<file path="src/rtl/gcd_xcel_responder_if.sv">
// Request/response val/rdy bundle between the host shim and the GCD responder.
// Master drives requests and response-ready; slave answers.
interface gcd_xcel_responder_if #(
   parameter int p_nbits = 16
);
   logic                   req_val;
   logic                   req_rdy;
   logic [2*p_nbits-1:0]   req_msg;
   logic                   resp_val;
   logic                   resp_rdy;
   logic [p_nbits-1:0]     resp_msg;

   modport master (
      output req_val,
      output req_msg,
      output resp_rdy,
      input  req_rdy,
      input  resp_val,
      input  resp_msg
   );

   modport slave (
      input  req_val,
      input  req_msg,
      input  resp_rdy,
      output req_rdy,
      output resp_val,
      output resp_msg
   );
endinterface

</file>
<file path="src/rtl/gcd_xcel_responder.sv">
// GCD responder: accepts {a, b}, runs Euclid subtract/swap, returns gcd.
// One transaction in flight; response and next request may share an edge.
module gcd_xcel_responder #(
   parameter int p_nbits = 16
) (
   input  logic                  clk,
   input  logic                  reset,
   gcd_xcel_responder_if.slave   xif,
   output logic                  busy
);
   typedef enum logic [1:0] {
      IDLE = 2'd0,
      CALC = 2'd1,
      DONE = 2'd2
   } state_e;

   state_e             state_q, state_d;
   logic [p_nbits-1:0] a_q, a_d;
   logic [p_nbits-1:0] b_q, b_d;
   logic               rdy;

   always_ff @(posedge clk or negedge reset) begin
      if (!reset) begin
         state_q <= IDLE;
         a_q     <= '0;
         b_q     <= '0;
      end else begin
         state_q <= state_d;
         a_q     <= a_d;
         b_q     <= b_d;
      end
   end

   always_comb begin
      state_d      = state_q;
      a_d          = a_q;
      b_d          = b_q;
      rdy          = 1'b0;
      xif.resp_val = 1'b0;
      xif.resp_msg = '0;
      unique case (state_q)
         IDLE: begin
            rdy = 1'b1;
            if (xif.req_val) begin
               a_d     = xif.req_msg[2*p_nbits-1:p_nbits];
               b_d     = xif.req_msg[p_nbits-1:0];
               state_d = CALC;
            end
         end
         CALC: begin
            if (a_q < b_q) begin
               a_d = b_q;
               b_d = a_q;
            end else if (b_q != '0) begin
               a_d = a_q - b_q;
            end else begin
               state_d = DONE;
            end
         end
         DONE: begin
            xif.resp_val = 1'b1;
            xif.resp_msg = a_q;
            // Ready for a new request exactly when the result leaves.
            rdy = xif.resp_rdy;
            if (xif.resp_rdy) begin
               if (xif.req_val) begin
                  a_d     = xif.req_msg[2*p_nbits-1:p_nbits];
                  b_d     = xif.req_msg[p_nbits-1:0];
                  state_d = CALC;
               end else begin
                  state_d = IDLE;
               end
            end
         end
         default: state_d = IDLE;
      endcase
   end

   assign xif.req_rdy = rdy & reset;
   assign busy        = (state_q == CALC) || (state_q == DONE);
endmodule

</file>
<file path="src/flat_wrapper.sv">
// flat-port wrapper written by rule: the top's interface ports become plain ports
module gcd_xcel_responder_flat 
#(
   parameter int p_nbits = 16
)
  (clk, reset, busy, xif_req_val, xif_req_msg, xif_resp_rdy, xif_req_rdy, xif_resp_val, xif_resp_msg);
  gcd_xcel_responder_if #(.p_nbits(p_nbits)) xif_i ();
  input  logic clk;
  input  logic reset;
  output logic busy;
  input wire logic [$bits(xif_i.req_val)-1:0] xif_req_val;
  input wire logic [$bits(xif_i.req_msg)-1:0] xif_req_msg;
  input wire logic [$bits(xif_i.resp_rdy)-1:0] xif_resp_rdy;
  output wire logic [$bits(xif_i.req_rdy)-1:0] xif_req_rdy;
  output wire logic [$bits(xif_i.resp_val)-1:0] xif_resp_val;
  output wire logic [$bits(xif_i.resp_msg)-1:0] xif_resp_msg;
  assign xif_i.req_val = xif_req_val;
  assign xif_i.req_msg = xif_req_msg;
  assign xif_i.resp_rdy = xif_resp_rdy;
  assign xif_req_rdy = xif_i.req_rdy;
  assign xif_resp_val = xif_i.resp_val;
  assign xif_resp_msg = xif_i.resp_msg;
  gcd_xcel_responder #(.p_nbits(p_nbits)) u_core (.clk(clk), .reset(reset), .xif(xif_i), .busy(busy));
endmodule
</file>
<file path="config.mk">
export PLATFORM = sky130hd
export DESIGN_NAME = gcd_xcel_responder_flat
export DESIGN_NICKNAME = d
export VERILOG_FILES = /design/src/rtl/gcd_xcel_responder_if.sv /design/src/rtl/gcd_xcel_responder.sv /design/src/flat_wrapper.sv
export SDC_FILE = /design/constraint.sdc
export NUM_CORES = 1
export LEC_CHECK = 0
export CORE_UTILIZATION = 28
export DETAILED_ROUTE_END_ITERATION = 8
export SLEW_MARGIN = 10
export SYNTH_ARGS = -nofsm -noshare
export SYNTH_HDL_FRONTEND = slang
export SYNTH_SLANG_ARGS = --single-unit
</file>
<file path="constraint.sdc">
create_clock -name clk -period 3.6 [get_ports clk]
set_input_delay 0.54 -clock clk [delete_from_list [all_inputs] [get_ports clk]]
set_output_delay 0.54 -clock clk [all_outputs]
set_load 0.01 [all_outputs]
</file>
==> key figures <==
Run status
  • Status: finished, final reports clean

STA
  • Worst slew pin tran: 0.8639 ns
  • Final-report max-slew violation count: 0
  • RSZ-0062 raised after global routing: no
  • Final setup viols: 0
  • Final Hold Vio Count: 0
  • Final period utilization: 0.8649
  • Setup_tns: 0 ns
  • Setup Skew: between 0.006 and 0.007 ns
  • Fin crit period: ~3.1 ns
  • Max_slew headroom: 0.4241
  • Highest Clock Rate: approximately 320 MHz

Synthesis
  • Mapped Nets: 390
  • Area share of the largest cell type after synthesis: 0.3087
  • EDFF count, synth: 0
  • Synthesized instance count: approximately 330
  • Yosys reg bits: 34
  • Sequential-to-total area share from yosys stat: 0.3087
  • Synth warn: 0
  • Netlist cell types: 48
  • Cell taking the most area after synthesis: dfrtp_1
  • Synth Flop Type: dfrtp_1
  • Synthesized area: 0.002756 mm²
  • Syn_area_per_cell: between 8 and 9 µm²
  • Main area contributors after synthesis: dfrtp_1, ha_1, mux2i_1
  • Post-synth ARST share: 1.000

Floorplan
  • Initial Utilization: 0.2941
  • Die area: approximately 0.010 mm²
  • Num rows: 35
  • Die Ht: ~100 µm
  • I/O Pins: 55
  • Core area: around 0.0094 mm²
  • Die span in x: ~100 µm

Worst setup path
  • Max incr delay on CP: approximately 0.74 ns
  • Critical path fanouts, max: 26
  • CP cell instances: ha_1 -> fa_1 -> nor2b_1 -> o31a_1 -> o21ba_2 -> o21ai_4 -> mux2i_2 -> a211o_1 -> nor2_1 -> a22o_1
  • CP max-delay cell: a211o_1
  • WP buf/inv: 0
  • Slack of the worst reg-to-reg path: 0.49 ns
  • Crit end category: flip-flop
  • Critical Path Source: u_core.b_q[0]
  • Kind of critical path: reg2reg
  • CP Launch Type: flip-flop
  • Crit-path leading delay family: compound AO/OA/AOI/OAI gates
  • CP required: between 3 and 4 ns
  • CP arrival: 3.28 ns
  • RR Startpoint: u_core.b_q[0]

Placed design
  • Global placer's final weighted congestion: slightly below 0.9
  • Port-buffer cells: 54
  • Hpwl dp: 5.688 mm

Layout
  • Post-layout net count: 442
  • # diodes: 0
  • Area delta synth->final: 28.01%
  • Layout cells sized above 1: 0.05729

Route
  • Vias/cell: approximately 4.9
  • Via count: approximately 2500
  • Initial drt markers: 125
  • DR pass1 iterations: 4
  • Routed WL: 7.445 mm
  • Antenna viol nets, final: 0
  • Routed len/inst: between 10 and 15 µm
  • Drt drc: 0

Clock tree
  • Cts repair resizes: 0
  • # hold bufs at CTS: 0
  • CTS tree: done
  • # clock sinks: 34
  • Clock Path Buffers: 2
  • Clock Latency Late Sink: 0.28 ns
  • Total CTS buffers: 5
  • Max H-tree Level: 2
  • Post-CTS setup buffer count: 0
  • Register clock-pin slew on the reported worst setup and hold paths: 0.07 ns
  • Clk root buf: clkbuf_8

GRT
  • GRT overflow: 0
  • Total GRT Usage: 0.1611
  • Initial antenna violation count: 0
  • Vias in the first global route: approximately 2600
  • First-pass GRT wire length: between 10 and 15 mm
  • Pin count of the biggest net entering global routing: 35

Worst hold path
  • Worst hold start: u_core.b_q[14]
  • Hold Crit Class: reg2reg

Run
  • Max Cap Viol: 0
==> state kept, by name (all words and copies together), names as in the netlist <==
register        flops
u_core.b_q         16
u_core.a_q         16
u_core.state_q      2
==> cell families (layout without fill, tap and decap cells) <==
kind of cell | count (synthesis) | count (layout) | synth area share
AND/OR/NAND/NOR | 110 | 110 | 0.1852
AO/OA/AOI/OAI | 98 | 98 | 0.2392
buffers and inverters | 37 | 89 | 0.05538
flip-flops | 34 | 34 | 0.3087
adder cells (fa/ha/maj) | 22 | 22 | 0.1026
multiplexers | 20 | 20 | 0.07399
XOR/XNOR | 11 | 11 | 0.03495
==> cell usage after synthesis, types with 5 or more instances <==
| cell | number |
|---|---|
| and2_1 | 17 |
| or3_1 | 5 |
| clkbuf_1 | 10 |
| ha_1 | 21 |
| a21oi_1 | 16 |
| o21ai_1 | 6 |
| xnor2_1 | 7 |
| nor2_1 | 25 |
| inv_1 | 21 |
| o211ai_1 | 8 |
| nand2_1 | 46 |
| mux2i_1 | 19 |
| o21ai_0 | 29 |
| dfrtp_1 | 34 |
| nor2b_1 | 5 |
==> cell usage in the layout, fill, tap and decap left out, types with 2 or more instances in the layout <==
cell type         n
nand2_1          46
a31oi_1           4
xnor2_1           7
xor2_1            4
a22o_1            2
or3_1             5
a21oi_1          16
a211oi_1          4
o31ai_2           3
o21a_1            4
buf_4             6
o21ai_1           6
clkdlybuf4s50_1  54
a221oi_1          2
and2_1           17
o31a_1            2
clkbuf_8          5
nor4_1            4
clkbuf_1          2
ha_1             20
inv_1            21
nor2_1           25
a21o_1            4
nor2b_1           5
dfrtp_1          34
mux2i_1          19
o31ai_1           2
o211ai_1          8
o21ai_0          29
a41o_1            2
nor3_1            2
or2_2             2
==> final cells by class <==
cell class,instances,area [µm²]
Sequential cell,34,850.8
Tap cell,129,161.4
Multi-Input combinational cell,261,1755
Clock buffer,7,76.32
Fill cell,991,5843
Timing Repair Buffer,61,605.6
Inverter,21,78.83
==> stage by stage <==
| step | cell area (µm²) | worst slack, ns | cells | util | hold WS (ns) |
|---|---|---|---|---|---|
| after floorplan | 2756 | 0.9656 | 332 | - | 0.2444 |
| after global placement | 3452 | 0.5639 | 506 | 0.3684 | 0.4987 |
| after detailed placement | 3452 | 0.5016 | 506 | 0.3684 | 0.5023 |
| after CTS | 3528 | 0.4517 | 513 | 0.3765 | 0.5179 |
| after global routing | 3528 | 0.1937 | 513 | 0.3765 | 0.5608 |
| final | 3528 | 0.4865 | 513 | 0.3765 | 0.5185 |
==> metal layers <==
layer  share of wire  GRT usage
met5               0          0
met4           0.042    0.08361
met3           0.031    0.02346
met2            0.48     0.2747
met1            0.45     0.1973
==> worst paths after layout <==
check / end / cells after the start
setup / recovery: u_core.a_q[9] / 10
min in group asynchronous: u_core.b_q[4] / 2
hold reg to reg: u_core.b_q[14] / 2
hold / removal: u_core.b_q[14] / 2
setup reg to reg: u_core.a_q[9] / 10
max in group asynchronous: u_core.b_q[10] / 2
==> worst reg2reg max path, cell delays in order, from the launching register on <==
cell	delay, ns
dfrtp_1	0.42
ha_1	0.24
fa_1	0.41
nor2b_1	0.17
o31a_1	0.18
o21ba_2	0.23
o21ai_4	0.08
mux2i_2	0.20
a211o_1	0.74
nor2_1	0.11
a22o_1	0.23
Power is not shown: default switching activity piles up to over one toggle a cycle in this logic, so the estimate is an artifact.
